## src/rtl/ucsbece154b_gshare_bp_if.sv

```systemverilog
// Predictor-to-datapath bundle for ucsbece154b_gshare_bp.
// master: the pipeline datapath (drives fetch/execute info, reads predictions).
// slave : the predictor.
// Signals:
//   stall_f_i/stall_d_i/flush_d_i/flush_e_i  pipeline hazard controls
//   pc_f_i, op_f_i                           fetch PC and opcode
//   predict_taken_f_o, predict_target_f_o    same-cycle prediction
//   pc_e_i, branch_e_i, jump_e_i, taken_e_i,
//   target_e_i, mispredict_e_i               resolved Execute outcome
//   stat_branches_o, stat_mispredicts_o      optional statistics
interface ucsbece154b_gshare_bp_if;
  logic        stall_f_i;
  logic        stall_d_i;
  logic        flush_d_i;
  logic        flush_e_i;
  logic [31:0] pc_f_i;
  logic [6:0]  op_f_i;
  logic        predict_taken_f_o;
  logic [31:0] predict_target_f_o;
  logic [31:0] pc_e_i;
  logic        branch_e_i;
  logic        jump_e_i;
  logic        taken_e_i;
  logic [31:0] target_e_i;
  logic        mispredict_e_i;
  logic [31:0] stat_branches_o;
  logic [31:0] stat_mispredicts_o;

  modport master (
    output stall_f_i, stall_d_i, flush_d_i, flush_e_i, pc_f_i, op_f_i,
           pc_e_i, branch_e_i, jump_e_i, taken_e_i, target_e_i, mispredict_e_i,
    input  predict_taken_f_o, predict_target_f_o, stat_branches_o, stat_mispredicts_o
  );

  modport slave (
    input  stall_f_i, stall_d_i, flush_d_i, flush_e_i, pc_f_i, op_f_i,
           pc_e_i, branch_e_i, jump_e_i, taken_e_i, target_e_i, mispredict_e_i,
    output predict_taken_f_o, predict_target_f_o, stat_branches_o, stat_mispredicts_o
  );
endinterface

```

## src/rtl/ucsbece154b_gshare_bp.sv

```systemverilog
// Gshare branch predictor with a direct-mapped BTB.
// Predicts taken/target combinationally for the fetch PC, carries the
// {GHR, PHT index} context through D and E, trains from resolved Execute
// outcomes and repairs the GHR on a mispredict.
// Ports:
//   clk    clock
//   reset  asynchronous, active-high
//   bp     ucsbece154b_gshare_bp_if.slave (fetch, execute, stats signals)
// Optional build macro: UCSBECE154B_BP_STATS_EN enables the saturating
// branch/mispredict counters; without it both stat outputs are tied to 0.
module ucsbece154b_gshare_bp #(
  parameter int NUM_BTB_ENTRIES = 32,
  parameter int NUM_GHR_BITS    = 5
) (
  input logic                  clk,
  input logic                  reset,
  ucsbece154b_gshare_bp_if.slave bp
);
  localparam int IW    = $clog2(NUM_BTB_ENTRIES);
  localparam int TW    = 30 - IW;
  localparam int N     = NUM_GHR_BITS;
  localparam int PHT_N = 1 << N;
  localparam logic [6:0] OP_BRANCH = 7'b1100011;
  localparam logic [6:0] OP_JAL    = 7'b1101111;

  typedef struct packed {
    logic [N-1:0] ghr;
    logic [N-1:0] idx;
  } ctx_t;

  logic                       btb_valid  [NUM_BTB_ENTRIES];
  logic [TW-1:0]              btb_tag    [NUM_BTB_ENTRIES];
  logic [31:0]                btb_target [NUM_BTB_ENTRIES];
  logic [NUM_BTB_ENTRIES-1:0] btb_jump;
  logic [1:0]                 pht        [PHT_N];
  logic [N-1:0]               ghr;
  ctx_t                       ctx_f, ctx_d, ctx_e;

  // Fetch-side lookup
  logic [IW-1:0] f_bidx;
  logic [TW-1:0] f_tag;
  logic [N-1:0]  f_pidx;
  logic          f_hit, f_taken;

  assign f_bidx = bp.pc_f_i[2 +: IW];
  assign f_tag  = bp.pc_f_i[31 -: TW];
  assign f_pidx = bp.pc_f_i[2 +: N] ^ ghr;
  assign f_hit  = btb_valid[f_bidx] && (btb_tag[f_bidx] == f_tag);

  always_comb begin
    f_taken = 1'b0;
    if (f_hit) begin
      if (bp.op_f_i == OP_JAL)         f_taken = 1'b1;
      else if (bp.op_f_i == OP_BRANCH) f_taken = pht[f_pidx][1];
    end
  end

  assign bp.predict_taken_f_o  = f_taken;
  assign bp.predict_target_f_o = f_taken ? btb_target[f_bidx] : 32'd0;

  // Execute-side write address
  logic [IW-1:0] e_bidx;
  logic [TW-1:0] e_tag;
  assign e_bidx = bp.pc_e_i[2 +: IW];
  assign e_tag  = bp.pc_e_i[31 -: TW];

  // Table training; reads in the same cycle see the pre-edge contents.
  always_ff @(posedge clk or posedge reset) begin
    if (reset) begin
      for (int i = 0; i < NUM_BTB_ENTRIES; i++) begin
        btb_valid[i]  <= 1'b0;
        btb_tag[i]    <= '0;
        btb_target[i] <= '0;
      end
      btb_jump <= '0;
      for (int i = 0; i < PHT_N; i++) pht[i] <= 2'b01;
    end else begin
      if (bp.branch_e_i) begin
        if (bp.taken_e_i) begin
          if (pht[ctx_e.idx] != 2'b11) pht[ctx_e.idx] <= pht[ctx_e.idx] + 2'd1;
          btb_valid[e_bidx]  <= 1'b1;
          btb_tag[e_bidx]    <= e_tag;
          btb_target[e_bidx] <= bp.target_e_i;
          btb_jump[e_bidx]   <= 1'b0;
        end else if (pht[ctx_e.idx] != 2'b00) begin
          pht[ctx_e.idx] <= pht[ctx_e.idx] - 2'd1;
        end
      end
      if (bp.jump_e_i) begin
        btb_valid[e_bidx]  <= 1'b1;
        btb_tag[e_bidx]    <= e_tag;
        btb_target[e_bidx] <= bp.target_e_i;
        btb_jump[e_bidx]   <= 1'b1;
      end
    end
  end

  // GHR: recovery from the E-stage snapshot overrides the speculative shift.
  always_ff @(posedge clk or posedge reset) begin
    if (reset) begin
      ghr <= '0;
    end else if (bp.mispredict_e_i) begin
      if (bp.branch_e_i)    ghr <= {ctx_e.ghr[N-2:0], bp.taken_e_i};
      else if (bp.jump_e_i) ghr <= ctx_e.ghr;
    end else if (bp.op_f_i == OP_BRANCH && !bp.stall_f_i) begin
      ghr <= {ghr[N-2:0], f_taken};
    end
  end

  // Context pipeline: pre-shift GHR and PHT index follow the instruction.
  assign ctx_f = {ghr, f_pidx};

  always_ff @(posedge clk or posedge reset) begin
    if (reset) begin
      ctx_d <= '0;
      ctx_e <= '0;
    end else begin
      if (bp.flush_d_i)       ctx_d <= '0;
      else if (!bp.stall_d_i) ctx_d <= ctx_f;
      if (bp.flush_e_i)       ctx_e <= '0;
      else                    ctx_e <= ctx_d;
    end
  end

`ifdef UCSBECE154B_BP_STATS_EN
  logic [31:0] stat_br, stat_mp;
  always_ff @(posedge clk or posedge reset) begin
    if (reset) begin
      stat_br <= '0;
      stat_mp <= '0;
    end else begin
      if ((bp.branch_e_i || bp.jump_e_i) && stat_br != 32'hFFFF_FFFF) stat_br <= stat_br + 32'd1;
      if (bp.mispredict_e_i && stat_mp != 32'hFFFF_FFFF)              stat_mp <= stat_mp + 32'd1;
    end
  end
  assign bp.stat_branches_o    = stat_br;
  assign bp.stat_mispredicts_o = stat_mp;
`else
  assign bp.stat_branches_o    = 32'd0;
  assign bp.stat_mispredicts_o = 32'd0;
`endif

  // Byte-offset PC bits and the stored jump flag have no reader.
  logic unused_bits;
  assign unused_bits = ^{bp.pc_f_i[1:0], bp.pc_e_i[1:0], btb_jump};
endmodule

```

## src/flat_wrapper.sv

```systemverilog
// flat-port wrapper written by rule: the top's interface ports become plain ports
module ucsbece154b_gshare_bp_flat 
#(
  parameter int NUM_BTB_ENTRIES = 32,
  parameter int NUM_GHR_BITS    = 5
)
  (clk, reset, bp_stall_f_i, bp_stall_d_i, bp_flush_d_i, bp_flush_e_i, bp_pc_f_i, bp_op_f_i, bp_pc_e_i, bp_branch_e_i, bp_jump_e_i, bp_taken_e_i, bp_target_e_i, bp_mispredict_e_i, bp_predict_taken_f_o, bp_predict_target_f_o, bp_stat_branches_o, bp_stat_mispredicts_o);
  ucsbece154b_gshare_bp_if bp_i ();
  input logic clk;
  input logic reset;
  input wire logic [$bits(bp_i.stall_f_i)-1:0] bp_stall_f_i;
  input wire logic [$bits(bp_i.stall_d_i)-1:0] bp_stall_d_i;
  input wire logic [$bits(bp_i.flush_d_i)-1:0] bp_flush_d_i;
  input wire logic [$bits(bp_i.flush_e_i)-1:0] bp_flush_e_i;
  input wire logic [$bits(bp_i.pc_f_i)-1:0] bp_pc_f_i;
  input wire logic [$bits(bp_i.op_f_i)-1:0] bp_op_f_i;
  input wire logic [$bits(bp_i.pc_e_i)-1:0] bp_pc_e_i;
  input wire logic [$bits(bp_i.branch_e_i)-1:0] bp_branch_e_i;
  input wire logic [$bits(bp_i.jump_e_i)-1:0] bp_jump_e_i;
  input wire logic [$bits(bp_i.taken_e_i)-1:0] bp_taken_e_i;
  input wire logic [$bits(bp_i.target_e_i)-1:0] bp_target_e_i;
  input wire logic [$bits(bp_i.mispredict_e_i)-1:0] bp_mispredict_e_i;
  output wire logic [$bits(bp_i.predict_taken_f_o)-1:0] bp_predict_taken_f_o;
  output wire logic [$bits(bp_i.predict_target_f_o)-1:0] bp_predict_target_f_o;
  output wire logic [$bits(bp_i.stat_branches_o)-1:0] bp_stat_branches_o;
  output wire logic [$bits(bp_i.stat_mispredicts_o)-1:0] bp_stat_mispredicts_o;
  assign bp_i.stall_f_i = bp_stall_f_i;
  assign bp_i.stall_d_i = bp_stall_d_i;
  assign bp_i.flush_d_i = bp_flush_d_i;
  assign bp_i.flush_e_i = bp_flush_e_i;
  assign bp_i.pc_f_i = bp_pc_f_i;
  assign bp_i.op_f_i = bp_op_f_i;
  assign bp_i.pc_e_i = bp_pc_e_i;
  assign bp_i.branch_e_i = bp_branch_e_i;
  assign bp_i.jump_e_i = bp_jump_e_i;
  assign bp_i.taken_e_i = bp_taken_e_i;
  assign bp_i.target_e_i = bp_target_e_i;
  assign bp_i.mispredict_e_i = bp_mispredict_e_i;
  assign bp_predict_taken_f_o = bp_i.predict_taken_f_o;
  assign bp_predict_target_f_o = bp_i.predict_target_f_o;
  assign bp_stat_branches_o = bp_i.stat_branches_o;
  assign bp_stat_mispredicts_o = bp_i.stat_mispredicts_o;
  ucsbece154b_gshare_bp #(.NUM_BTB_ENTRIES(NUM_BTB_ENTRIES), .NUM_GHR_BITS(NUM_GHR_BITS)) u_core (.clk(clk), .reset(reset), .bp(bp_i));
endmodule
```

## config.mk

```make
export PLATFORM = sky130hd
export DESIGN_NAME = ucsbece154b_gshare_bp_flat
export DESIGN_NICKNAME = d
export VERILOG_FILES = /design/src/rtl/ucsbece154b_gshare_bp_if.sv /design/src/rtl/ucsbece154b_gshare_bp.sv /design/src/flat_wrapper.sv
export SDC_FILE = /design/constraint.sdc
export NUM_CORES = 2
export LEC_CHECK = 0
export ABC_CLOCK_PERIOD_IN_PS = 76000
export BUFFER_PORTS_ARGS = -buffer_cell sky130_fd_sc_hd__buf_4
export CORE_ASPECT_RATIO = 0.75
export CORE_MARGIN = 2
export CORE_UTILIZATION = 55
export CTS_CLUSTER_SIZE = 14
export DETAILED_ROUTE_END_ITERATION = 16
export GPL_TIMING_DRIVEN = 0
export PLACE_DENSITY = 0.71
export SLEW_MARGIN = 40
export SYNTH_ARGS = -nofsm -noshare
export SYNTH_HDL_FRONTEND = slang
export SYNTH_SLANG_ARGS = --single-unit
```

## constraint.sdc

```tcl
create_clock -name clk -period 76 [get_ports clk]
set_input_delay 3.8 -clock clk [delete_from_list [all_inputs] [get_ports clk]]
set_output_delay 3.8 -clock clk [all_outputs]
set_load 0.01 [all_outputs]
```

==> impl_metrics.json <==
{
  "setup_viol": 0,
  "slew_viol_final": 0,
  "wl_um": 276000,
  "synth-seq-area-share_pct": 54.7,
  "clock-root-buffer": "clkbuf_16",
  "die_area_sq_um": 165000,
  "r2r_start": "u_core.ctx_e[1]",
  "grt_use_total_pct": 33.8,
  "cp.arrival_ns": 9.60,
  "synth-seq-cells": 1945,
  "ir_worst_vdd_mv": 0.0241,
  "max_freq_ghz": 0.0746,
  "area_delta_synth_final_pct": 13.1,
  "worst_setup_path_start_kind": "primary input",
  "cts_buffer_depth": 3,
  "relSlewSlack_pct": 33.0,
  "maxCapViolCount": 0,
  "drc_errors": 0,
  "cts_resized": 0,
  "fin_crit_sh_pct": 17.6,
  "io_buffers": 135,
  "ctsHoldBuffers": 0,
  "status": "finished, final reports clean",
  "combPwrFrac_pct": 18.3,
  "layout-drive-gt1-share_pct": 54.0,
  "vias_per_cell": 6.50,
  "leakage_nw": 44.6,
  "worst_slack_ns": 62.60,
  "grt-ovfl-total": 0,
  "hp-class": "reg -> reg",
  "die_x_um": 468,
  "ys.warnings.count": 0,
  "synth_top_area_share_pct": 53.8,
  "p_int_mw": 2.16,
  "finalSetupTns_ns": 0,
  "power.total_mw": 2.91,
  "synth.distinct_cells": 63,
  "cts_tree": "done",
  "avgSynthCellArea_sq_um": 15.9,
  "tightestPinTransition_ns": 1.00,
  "min-delay-start": "u_core.btb_valid[12]",
  "firstDrtPassIters": 8,
  "clk_pin_slew_ns": 0.06,
  "final_nets": 6152,
  "rsz0062_at_grt": "no",
  "synthCells": 5613,
  "r2r_slack_ns": 71.37,
  "core-area_sq_um": 160000,
  "grt_max_degree": 83,
  "p_switching_mw": 0.751,
  "hold_violations": 0,
  "crit_path_start": "bp_pc_f_i[3]",
  "cts_setup_buffers": 0,
  "netlist.top_cell.by_area": "dfrtp_1",
  "row_count": 127,
  "clk_latency_ns": 0.83,
  "dieHeight_um": 352,
  "grt_pass1_vias": 55520,
  "skew_ns": 0.0230,
  "place_ws_ns": 62.77,
  "crit_required_ns": 72.20,
  "place_hpwl_um": 183000,
  "drt_iter0_drc": 6154,
  "antenna_violating_nets_post_route": 0,
  "grt_pass1_wl_um": 399000,
  "synth_edf_count": 0,
  "cts_buffers": 188,
  "h-tree-depth": 4,
  "gp_congestion": 0.948,
  "post-route-min-period_ns": 13.40,
  "worstSetupEndpointType": "output pin",
  "ios": 210,
  "initial_core_util_pct": 55.5,
  "grt_antenna_before_repair": 18,
  "async_reset_ff_share_pct": 100,
  "p_seq_share_pct": 47.5,
  "path_class": "in -> out",
  "clkPwrFrac_pct": 34.2,
  "power_density_nw_per_um2": 28.9,
  "cts_sinks": 1945,
  "timing.hold.ws_ns": 0.466,
  "wl_per_cell_um": 33.1,
  "synth-main-ff-cell": "dfrtp_1",
  "critPathMaxFanout": 10,
  "nFillCells": 11734,
  "syn_area_sq_um": 89000,
  "vias": 54193,
  "yosys-top-cells-area": "dfrtp_1 54%, mux2_2 24%, mux4_2 13%",
  "swShare_pct": 25.8,
  "fin_util_pct": 62.8
}
==> metrics by stage <==
step / area, sq um / cells
after CTS: 101000 / 8318
final: 101000 / 8332
after detailed placement: 94100 / 7972
after global placement: 92900 / 7939
after global routing: 101000 / 8324
after floorplan: 89200 / 5676
==> power by group through the flow <==
stage               clock, mW  sequential, mW  combinational (mW)
floorplan                   0            1.37               0.409
global placement            0            1.40               0.505
detailed placement          0            1.39               0.529
CTS                      1.00            1.38               0.531
global route             1.05            1.41               0.567
finish                  0.997            1.38               0.532
==> worst max-delay path: stages <==
cell and delay [ns]:
buf_6 0.23, buf_4 0.37, buf_2 0.63, buf_6 0.32, buf_2 0.53, clkbuf_2 0.53, a2111oi_0 0.16, nor4_2 0.65
nand4_1 0.23, nor3_2 0.50, nand3_2 0.69, nor2_1 0.64, buf_4 0.22
==> final cells by class <==
class / count / area (sq um) / share of cell area, %
clock buffers: 286 / 5810 / 5.77
diodes: 11 / 27.5 / 0.0273
inverters: 9 / 41.3 / 0.0410
plain buffers: 601 / 3000 / 2.98
multi-input cells: 3121 / 37800 / 37.5
repair buffers: 171 / 1920 / 1.90
flip-flops and latches: 1945 / 48700 / 48.4
well taps: 2128 / 2660 / 2.64
clock inverters: 60 / 736 / 0.731
==> placed cells by master (no fill, tap or decap), types with 28 or more instances in the layout <==
cell	instances
clkbuf_16	196
nand2_1	41
clkbuf_8	57
mux2_2	1896
dfstp_2	32
clkbuf_1	236
buf_2	184
a22oi_1	45
buf_4	216
mux4_2	508
clkinv_2	35
buf_1	28
dfrtp_1	1913
clkbuf_2	95
buf_16	31
conb_1	64
mux2i_1	174
nor2_1	110
==> worst paths after layout <==
check / end / cells past startpoint
setup reg to reg: u_core.pht[33] / 12
setup / recovery: bp_predict_target_f_o[1] / 13
hold reg to reg: u_core.btb_valid[12] / 1
max in group asynchronous: u_core.btb_target[59] / 8
min in group asynchronous: u_core.ghr[2] / 2
hold / removal: u_core.btb_valid[12] / 1
==> per-layer routing <==
| layer | part of all wire [%] | GRT usage [%] | up-vias |
|---|---|---|---|
| li1 | - | - | 21577 |
| met1 | 42 | 49.1 | 29453 |
| met2 | 44 | 48.8 | 2559 |
| met3 | 9.8 | 9.52 | 592 |
| met4 | 4.0 | 12.2 | 12 |
| met5 | 0.030 | 0 | - |
==> sequential cells by signal, indices dropped and copies added (netlist names), named ones only <==
signal / flops
u_core.btb_tag: 800
u_core.btb_target: 1024
u_core.btb_valid: 32
u_core.ctx_d: 10
u_core.ctx_e: 10
u_core.ghr: 5
u_core.pht: 32
==> Yosys cell counts (all sizes together), types with 2 or more instances <==
library cell and instances:
clkbuf 294, a21oi 27, or2 27, nor3b 2, or3 4, nor3 4, inv 8, mux4 510
nand4b 3, nand3 9, ha 2, o22ai 23, a211oi 8, mux2 1896, nor2 112, nand4 8
xor2 9, nor2b 27, dfstp 32, a2111oi 3, dfrtp 1913, nand2 42, and2 5, nor4 8
xnor2 22, buf 307, mux2i 174, or3b 6, nand2b 14, and3 5, a22oi 45, a221oi 16
nand3b 6, a31oi 3, and3b 3, o21ai 20
==> kinds of logic (layout without fill, tap and decap cells) <==
kind of cell	count (synthesis)	in the layout	synth area share (%)
and+or+nand+nor	287	287	1.63
other	1	75	0.00421
adders and majority gates	2	2	0.0281
xor gates and xnor gates	31	31	0.343
DFF	1945	1945	54.7
muxes	2580	2580	38.9
buffers and inverters	610	1127	3.15
AOI/OAI and AO/OA	157	157	1.22
Note: power is estimated with default switching activity, not from simulation.
